<file path="config.mk">
export PLATFORM = sky130hd
export DESIGN_NAME = and_delay_line
export DESIGN_NICKNAME = d
export VERILOG_FILES = /design/src/rtl/and_delay_pkg.sv /design/src/rtl/and_delay_chan.sv /design/src/rtl/and_delay_line.sv
export SDC_FILE = /design/constraint.sdc
export NUM_CORES = 1
export LEC_CHECK = 0
export ABC_AREA = 1
export ABC_CLOCK_PERIOD_IN_PS = 3300
export CORE_MARGIN = 3
export CORE_UTILIZATION = 32
export DETAILED_ROUTE_END_ITERATION = 8
export PLACE_DENSITY = 0.54
export REMOVE_ABC_BUFFERS = 1
export SLEW_MARGIN = 20
export SYNTH_ARGS = -nofsm -noshare
export SYNTH_HDL_FRONTEND = slang
export SYNTH_SLANG_ARGS = --single-unit
</file>
<file path="constraint.sdc">
create_clock -name clk -period 3.3 [get_ports clk]
set_input_delay 0.495 -clock clk [delete_from_list [all_inputs] [get_ports clk]]
set_output_delay 0.495 -clock clk [all_outputs]
set_load 0.01 [all_outputs]
</file>
<file path="src/rtl/and_delay_pkg.sv">
// Shared helpers for the AND delay line: delay-width sizing, delay clamping
// and the legal parameter window.
package and_delay_pkg;

    function automatic int dly_w(input int depth);
        return $clog2(depth + 1);
    endfunction

    // Zero is meaningless as a delay, so it folds up to the one-stage minimum.
    function automatic int unsigned clamp_dly(input int unsigned v, input int unsigned depth);
        if (v == 0) begin
            return 1;
        end else if (v > depth) begin
            return depth;
        end else begin
            return v;
        end
    endfunction

    function automatic bit dly_params_ok(input int depth, input int rst_dly);
        return (depth >= 2) && (rst_dly >= 1) && (rst_dly <= depth);
    endfunction

endpackage

</file>
<file path="src/rtl/and_delay_chan.sv">
// One AND channel: transport shift line with tapped output plus inertial filter.
// Latency i_dly cycles on both views; no backpressure, accepts a sample every cycle.
module and_delay_chan
    import and_delay_pkg::*;
#(
    parameter int DEPTH = 8,
    parameter int DW    = dly_w(DEPTH)
) (
    input  logic          i_clk,
    input  logic          i_rst,
    input  logic          i_a,
    input  logic          i_b,
    input  logic [DW-1:0] i_dly,
    output logic          o_out,
    output logic          o_out1,
    output logic          o_glitch
);
    localparam int TW = $clog2(DEPTH);

    logic             w_y;
    logic [TW-1:0]    w_tap;
    logic             w_hold_done;
    logic [DEPTH-1:0] r_line;
    logic [DW-1:0]    r_cnt;
    logic             r_out1;
    logic             r_glitch;

    assign w_y   = i_a & i_b;
    // i_dly is always in 1..DEPTH, so dly-1 indexes a valid stage.
    assign w_tap = TW'(i_dly - DW'(1));
    assign o_out = r_line[w_tap];

    assign w_hold_done = ({1'b0, r_cnt} + (DW+1)'(1)) >= {1'b0, i_dly};

    always_ff @(posedge i_clk) begin
        if (i_rst) begin
            r_line   <= '0;
            r_cnt    <= '0;
            r_out1   <= 1'b0;
            r_glitch <= 1'b0;
        end else begin
            r_line   <= {r_line[DEPTH-2:0], w_y};
            r_glitch <= 1'b0;
            if (w_y == r_out1) begin
                // Returning to the old level before the hold time means a pulse was dropped.
                r_cnt    <= '0;
                r_glitch <= (r_cnt != '0);
            end else if (w_hold_done) begin
                r_out1 <= w_y;
                r_cnt  <= '0;
            end else begin
                r_cnt <= r_cnt + DW'(1);
            end
        end
    end

    assign o_out1   = r_out1;
    assign o_glitch = r_glitch;

endmodule

</file>
<file path="src/rtl/and_delay_line.sv">
// WIDTH-channel AND with programmable transport and inertial delay, shared delay register.
// Latency dly cycles (1..DEPTH); no backpressure, new dly takes effect on the load edge.
module and_delay_line
    import and_delay_pkg::*;
#(
    parameter int   WIDTH   = 4,
    parameter int   DEPTH   = 8,
    parameter int   RST_DLY = 1,
    localparam int  DW      = dly_w(DEPTH)
) (
    input  logic             clk,
    input  logic             rst,
    input  logic [WIDTH-1:0] a,
    input  logic [WIDTH-1:0] b,
    input  logic             dly_ld,
    input  logic [DW-1:0]    dly_in,
    output logic [DW-1:0]    dly,
    output logic [WIDTH-1:0] out,
    output logic [WIDTH-1:0] out1,
    output logic [WIDTH-1:0] glitch
);
    logic [DW-1:0] r_dly;
    logic [DW-1:0] w_dly_clamped;

    assign w_dly_clamped = DW'(clamp_dly(32'(dly_in), 32'(DEPTH)));

    always_ff @(posedge clk) begin
        if (rst) begin
            r_dly <= DW'(RST_DLY);
        end else if (dly_ld) begin
            r_dly <= w_dly_clamped;
        end
    end

    assign dly = r_dly;

    always_ff @(posedge clk) begin : p_param_chk
        assert (dly_params_ok(DEPTH, RST_DLY));
    end

    for (genvar i = 0; i < WIDTH; i++) begin : g_chan
        and_delay_chan #(
            .DEPTH (DEPTH),
            .DW    (DW)
        ) u_chan (
            .i_clk    (clk),
            .i_rst    (rst),
            .i_a      (a[i]),
            .i_b      (b[i]),
            .i_dly    (r_dly),
            .o_out    (out[i]),
            .o_out1   (out1[i]),
            .o_glitch (glitch[i])
        );
    end

endmodule
</file>
# Word-level counts from Yosys, hierarchy flattened
# Index checks and enable logic that the tools add are counted.
word_totals:
  register_bits: 60
  memories: 0
  output_inout_bits: 16
  rom_bits: 0
  ram_bits: 0
  latch_bits: 0
op_classes:
  shift: 0
  mul: 0
  n_mux: 10
  reduce_logical: 17
  eq_ne: 4
  n_addsub: 9
  bitwise: 8
  div_mod_pow: 0
  n_lt_le_gt_ge: 6
op_table:
  columns: ["op", "count"]
  rows:
  - ["$add 4x1->5 const B", 4]
  - ["$ge 5x4->1", 4]
  - ["$add 4x1->4 const B", 4]
  - ["$reduce_bool 4->1", 4]
  - ["$bmux 1 s3", 4]
  - ["$reduce_or 3->1", 4]
  - ["$mux 4", 2]
  - ["$reduce_and 2->1", 4]
  - ["$reduce_or 2->1", 4]
  - ["$and 1x1->1", 4]
  - ["$eq 1x1->1", 4]
  - ["$gt 4x4->1 const B", 1]
  - ["$logic_not 4->1", 1]
  - ["$lt 3x4->1 const B", 1]
  - ["$mux 1", 4]
  - ["$not 1->1", 4]
  - ["$sub 3x1->3 const B", 1]

# Logic depth before layout (Yosys ltp)
depth:
  ltp_word: 4
  depth_mapped: 11
  depth_no_buf: 11

# Modules after synthesis
# From an unflattened synthesis, not the netlist that was laid out.
hier_totals:
  cells_unflattened: 383
  hier_area_um2: 2932.8
modules_own_cells:
  columns: ["mod", "n_inst", "seq_area_each_um2", "area_per_inst_um2", "cells_each"]
  rows:
  - ["and_delay_chan", 4, 280.3, 694.4, 91]
  - ["and_delay_line", 1, 80.1, 155.1, 19]

# Worst setup path before layout
# No wires, ideal clock.
synth_timing:
  path_kind: "reg2out"
  startpoint: "register r_dly[0], in the netlist dly[0]"
  endpoint: "output port out[0]"
  path_buffers: 3
  path_stages_with_launch: 11
  setup_slack_ns: 1.132
  arrival_ns: 1.673
  path_cell_list: "dfxtp_1 -> buf_6 -> inv_2 -> ha_1 -> buf_4 -> a21oi_1 -> o21ai_0 -> nand2_1 -> inv_1 -> o21ai_1 -> buf_4"
synth_via:
  elab_chain_len: 3
synth_rtl:
  columns: ["item", "line", "rtl"]
  rows:
  - ["start: declaration", "and_delay_line.sv:22", "logic [DW-1:0] r_dly;"]
  - ["start signal: assignment", "and_delay_line.sv:29", "r_dly <= DW'(RST_DLY);"]
  - ["start signal: assignment", "and_delay_line.sv:31", "r_dly <= w_dly_clamped;"]
  - ["$sub 3x1->3", "and_delay_chan.sv:30", "assign w_tap = TW'(i_dly - DW'(1));"]
  - ["$bmux 1 s3", "and_delay_chan.sv:31", "assign o_out = r_line[w_tap];"]
  - ["$mux 1 (not written as such)", "and_delay_chan.sv:31", null]
  - ["end: declaration", "and_delay_line.sv:18", "output logic [WIDTH-1:0] out,"]
# Every way passes these cells. The select of a mux whose other input is x is not followed.

# Worst setup path in the final report
layout_timing:
  startpoint: "register r_dly[1], in the netlist dly[1]"
  endpoint: "output port out[0]"
# The elaborated chain is that of the path after synthesis.

==> report_table.html <==
<table>
<tr><th>Metric</th><th>Value</th></tr>
<tr><th colspan="2">Die</th></tr>
<tr><td>Cell Rows</td><td>34</td></tr>
<tr><td>I/O Pins</td><td>31</td></tr>
<tr><td>Die height</td><td>101 microns</td></tr>
<tr><td>Initial cell density of the core</td><td>approximately 33%</td></tr>
<tr><td>Area of the core</td><td>8760 sq um</td></tr>
<tr><td>Die footprint</td><td>between 10000 and 15000 sq um</td></tr>
<tr><td>Horizontal die dimension</td><td>about 100 microns</td></tr>
<tr><th colspan="2">STA</th></tr>
<tr><td>Final Max Tran Viols</td><td>0</td></tr>
<tr><td>Crit path setup slack, layout</td><td>~380 ps</td></tr>
<tr><td>Ratio of final minimum period to clock period</td><td>about nine tenths</td></tr>
<tr><td>Setup clock skew after layout</td><td>6.56 ps</td></tr>
<tr><td>Setup Viol. Count Final</td><td>0</td></tr>
<tr><td>Top achievable clock speed</td><td>342 MHz</td></tr>
<tr><td>Normalized max-slew margin</td><td>~73%</td></tr>
<tr><td>Actual slew at the worst max-slew pin</td><td>409 ps</td></tr>
<tr><td>Unrepaired setup endpoints after global routing</td><td>no</td></tr>
<tr><td>Period minus WS final</td><td>between 2000 and 3000 ps</td></tr>
<tr><td>Total negative slack for setup checks</td><td>0 ps</td></tr>
<tr><td>Final Hold Fails</td><td>0</td></tr>
<tr><th colspan="2">Clock network</th></tr>
<tr><td>Insertion delay of the later-clocked pin in the worst-skew pair</td><td>between 300 and 400 ps</td></tr>
<tr><td>Number of CTS-inserted buffers</td><td>9</td></tr>
<tr><td>Hold_buf cts</td><td>0</td></tr>
<tr><td>H-tree lvl count</td><td>3</td></tr>
<tr><td>Clock Pin Slew Worst Setup and Hold Paths</td><td>around 70 ps</td></tr>
<tr><td>Count of cells resized by post-cts repair</td><td>0</td></tr>
<tr><td>Number of setup buffers added after CTS</td><td>0</td></tr>
<tr><td>Clock root buffer master</td><td>clkbuf_8</td></tr>
<tr><td>Clock net sink count</td><td>60</td></tr>
<tr><td>CTS tree</td><td>yes</td></tr>
<tr><td>Maximum clock insertion buffer count</td><td>2</td></tr>
<tr><th colspan="2">Final layout</th></tr>
<tr><td>Leading cell types in the layout, fill and taps excluded</td><td>inv_1 (80), nand2_1 (61), dfxtp_1 (60)</td></tr>
<tr><td>N_diodes</td><td>0</td></tr>
<tr><td>Non-filler cells in the finished layout</td><td>between 500 and 600</td></tr>
<tr><td>Layout cell share with drive strength beyond 1</td><td>approximately 6.4%</td></tr>
<tr><td>Synth-to-Final Area Change</td><td>16.9%</td></tr>
<tr><td>Layout net count</td><td>between 400 and 500</td></tr>
<tr><td>Leading cell type in the layout, fill and taps excluded</td><td>inv_1</td></tr>
<tr><th colspan="2">Logic synthesis</th></tr>
<tr><td>Ranking of synthesized cells by area</td><td>dfxtp_1 (41%), ha_1 (11%), inv_1 (10%)</td></tr>
<tr><td>Seq/Total Area, Yosys</td><td>around two fifths</td></tr>
<tr><td>Top cell type's share of synthesized area</td><td>around 41%</td></tr>
<tr><td>Yosys warning total</td><td>0</td></tr>
<tr><td>Yosys cell types</td><td>25</td></tr>
<tr><td>Post-synthesis instance area</td><td>2910 sq um</td></tr>
<tr><td>Average instance area after synthesis</td><td>around 7.6 sq um</td></tr>
<tr><td>Synth Register Bits</td><td>60</td></tr>
<tr><td>Post-synthesis instance total</td><td>381</td></tr>
<tr><td>Post-synthesis cell type with the largest combined area</td><td>dfxtp_1</td></tr>
<tr><th colspan="2">Setup path</th></tr>
<tr><td>Setup crit start kind</td><td>flop</td></tr>
<tr><td>Class of the most critical setup path</td><td>flop to output pin</td></tr>
<tr><td>Flop-to-flop setup slack</td><td>about 1500 ps</td></tr>
<tr><td>Gate family responsible for the most delay along the worst path</td><td>buffers and inverters</td></tr>
<tr><td>Critical path buffers and inverters</td><td>3</td></tr>
<tr><td>Top fanout value on the critical path</td><td>13</td></tr>
<tr><td>Required time worst endpoint</td><td>2800 ps</td></tr>
<tr><td>Setup crit end kind</td><td>output pin</td></tr>
<tr><td>Delay contributed by the slowest stage of the critical path</td><td>550 ps</td></tr>
<tr><td>WP data arrival</td><td>between 2000 and 2500 ps</td></tr>
<tr><td>Ordered cell list for the critical path</td><td>inv_1 &gt; ha_2 &gt; inv_1 &gt; a21oi_1 &gt; o21ai_0 &gt; nand2_1 &gt; nand2_1 &gt; o21ai_1 &gt; clkdlybuf4s50_1</td></tr>
<tr><td>CP max-delay cell</td><td>clkdlybuf4s50_1</td></tr>
<tr><th colspan="2">Placement</th></tr>
<tr><td>Worst Setup Slack post-DPL</td><td>565 ps</td></tr>
<tr><td>IO Port Bufs</td><td>30</td></tr>
<tr><td>Sum of net half-perimeters after detailed placement</td><td>between 4000 and 5000 microns</td></tr>
<tr><td># placed instances</td><td>between 500 and 600</td></tr>
<tr><td>Routability congestion estimate from global placement</td><td>0.731</td></tr>
<tr><th colspan="2">Power</th></tr>
<tr><td>Largest voltage drop on the vdd net</td><td>roughly 0.18 mV</td></tr>
<tr><td>Static leakage</td><td>about 1.6 nW</td></tr>
<tr><td>Power per cell area</td><td>around 480 nW/um^2</td></tr>
<tr><td>Final Total Pwr</td><td>about 0.0016 W</td></tr>
<tr><th colspan="2">Routing</th></tr>
<tr><td>Number of detailed-route iterations in the first pass</td><td>4</td></tr>
<tr><td>Detailed-route wire length per cell</td><td>~10 microns</td></tr>
<tr><td>Initial DRC Count</td><td>70</td></tr>
<tr><td>Via count</td><td>2224</td></tr>
<tr><td>Post-detailed-route count of antenna-violating nets</td><td>0</td></tr>
<tr><td>Post-Route WL</td><td>~5400 microns</td></tr>
<tr><td>Remaining design rule violation count</td><td>0</td></tr>
<tr><td>Vias per cell</td><td>about 4.3</td></tr>
<tr><th colspan="2">Outcome</th></tr>
<tr><td>Outcome</td><td>complete, no violations</td></tr>
<tr><th colspan="2">GRT</th></tr>
<tr><td>Vias in the first global route</td><td>2187</td></tr>
<tr><td>Grt total ovfl</td><td>0</td></tr>
<tr><td>Global-route wire length before repair</td><td>slightly below 10000 microns</td></tr>
<tr><td>Largest net degree at the start of global routing</td><td>40</td></tr>
<tr><td>Number of antenna violations at the first check in global routing</td><td>0</td></tr>
<tr><td>Global-route total usage across every layer</td><td>approximately an eighth</td></tr>
<tr><th colspan="2">Flow run</th></tr>
<tr><td>Max Cap Violations</td><td>0</td></tr>
<tr><th colspan="2">Hold path</th></tr>
<tr><td>Worst hold path type</td><td>flop to flop</td></tr>
</table>
==> report_power, final <==
part	total, W	internal [W]	switching (W)
registers	0.000759	0.000744	0.0000141
clock network	0.000638	0.000348	0.000289
logic	0.000228	0.000103	0.000125
==> tightest hold or removal path: stages (launching register included) <==
cell	delay, ps
dfxtp_1	310
inv_1	40
nor2_1	30
==> final cells by class <==
type	count	area, sq um
clock buffer	10	128
clock inverter	6	65.1
fill	929	5360
inverter	82	308
multi-input combinational	219	1250
sequential	60	1200
tap	108	135
timing repair buffer	32	315
==> kinds of logic (layout without fill, tap and decap cells) <==
kind of cell	Yosys count	after routing	share of synthesized area [%]
xor gates and xnor gates	13	13	4.17
and+or+nand+nor	133	133	17.9
adders and majority gates	25	25	10.7
DFF	60	60	41.3
AOI/OAI and AO/OA	48	48	10.1
buffers and inverters	102	130	15.9
==> state kept, by name (all words and copies together) (netlist names) <==
name	count
g_chan.u_chan.r_cnt	16
g_chan.u_chan.r_line	32
g_chan.u_chan.o_out1	4
dly	4
g_chan.u_chan.o_glitch	4
==> per-stage QoR <==
step,utilization (%),hold slack [ps],area (sq um)
final,38.8,413,3400
after global routing,38.8,430,3400
after CTS,38.8,412,3400
after detailed placement,36.6,409,3210
after global placement,36.6,402,3210
after floorplan,-,399,2760
==> Yosys cell counts <==
master and instances:
buf_8 1, nand4_1 3, ha_1 25, a21boi_0 3, dfxtp_1 60, nor2_1 59, a211oi_1 4, clkbuf_1 1
o21ai_0 9, o21ai_1 8, clkinv_1 1, nand2_1 61, buf_6 2, xnor2_1 1, a21oi_1 13, buf_2 3
xor2_2 1, inv_1 80, a21oi_2 6, o211ai_1 5, inv_2 1, buf_4 13, nand3_1 9, or2_1 1
xor2_1 11
==> layer usage <==
| layer | global-route usage [%] | share of wire [%] | up-vias |
|---|---|---|---|
| met2 | 19.7 | 46 | 43 |
| li1 | - | - | 1189 |
| met4 | 3.07 | 1.1 | 0 |
| met1 | 14.3 | 47 | 987 |
| met3 | 5.30 | 6.2 | 5 |
| met5 | 0 | 0 | - |
==> worst paths after layout <==
path,start,endpoint,cells past startpoint
worst max-delay path,dly[1],out[0],9
worst min-delay path,g_chan[2].u_chan.r_line[3],g_chan[2].u_chan.r_line[4],2
worst max register to register,g_chan[0].u_chan.r_cnt[0],g_chan[0].u_chan.r_cnt[1],8
worst min register to register,g_chan[2].u_chan.r_line[3],g_chan[2].u_chan.r_line[4],2
Power figures use the tool's default switching activity.
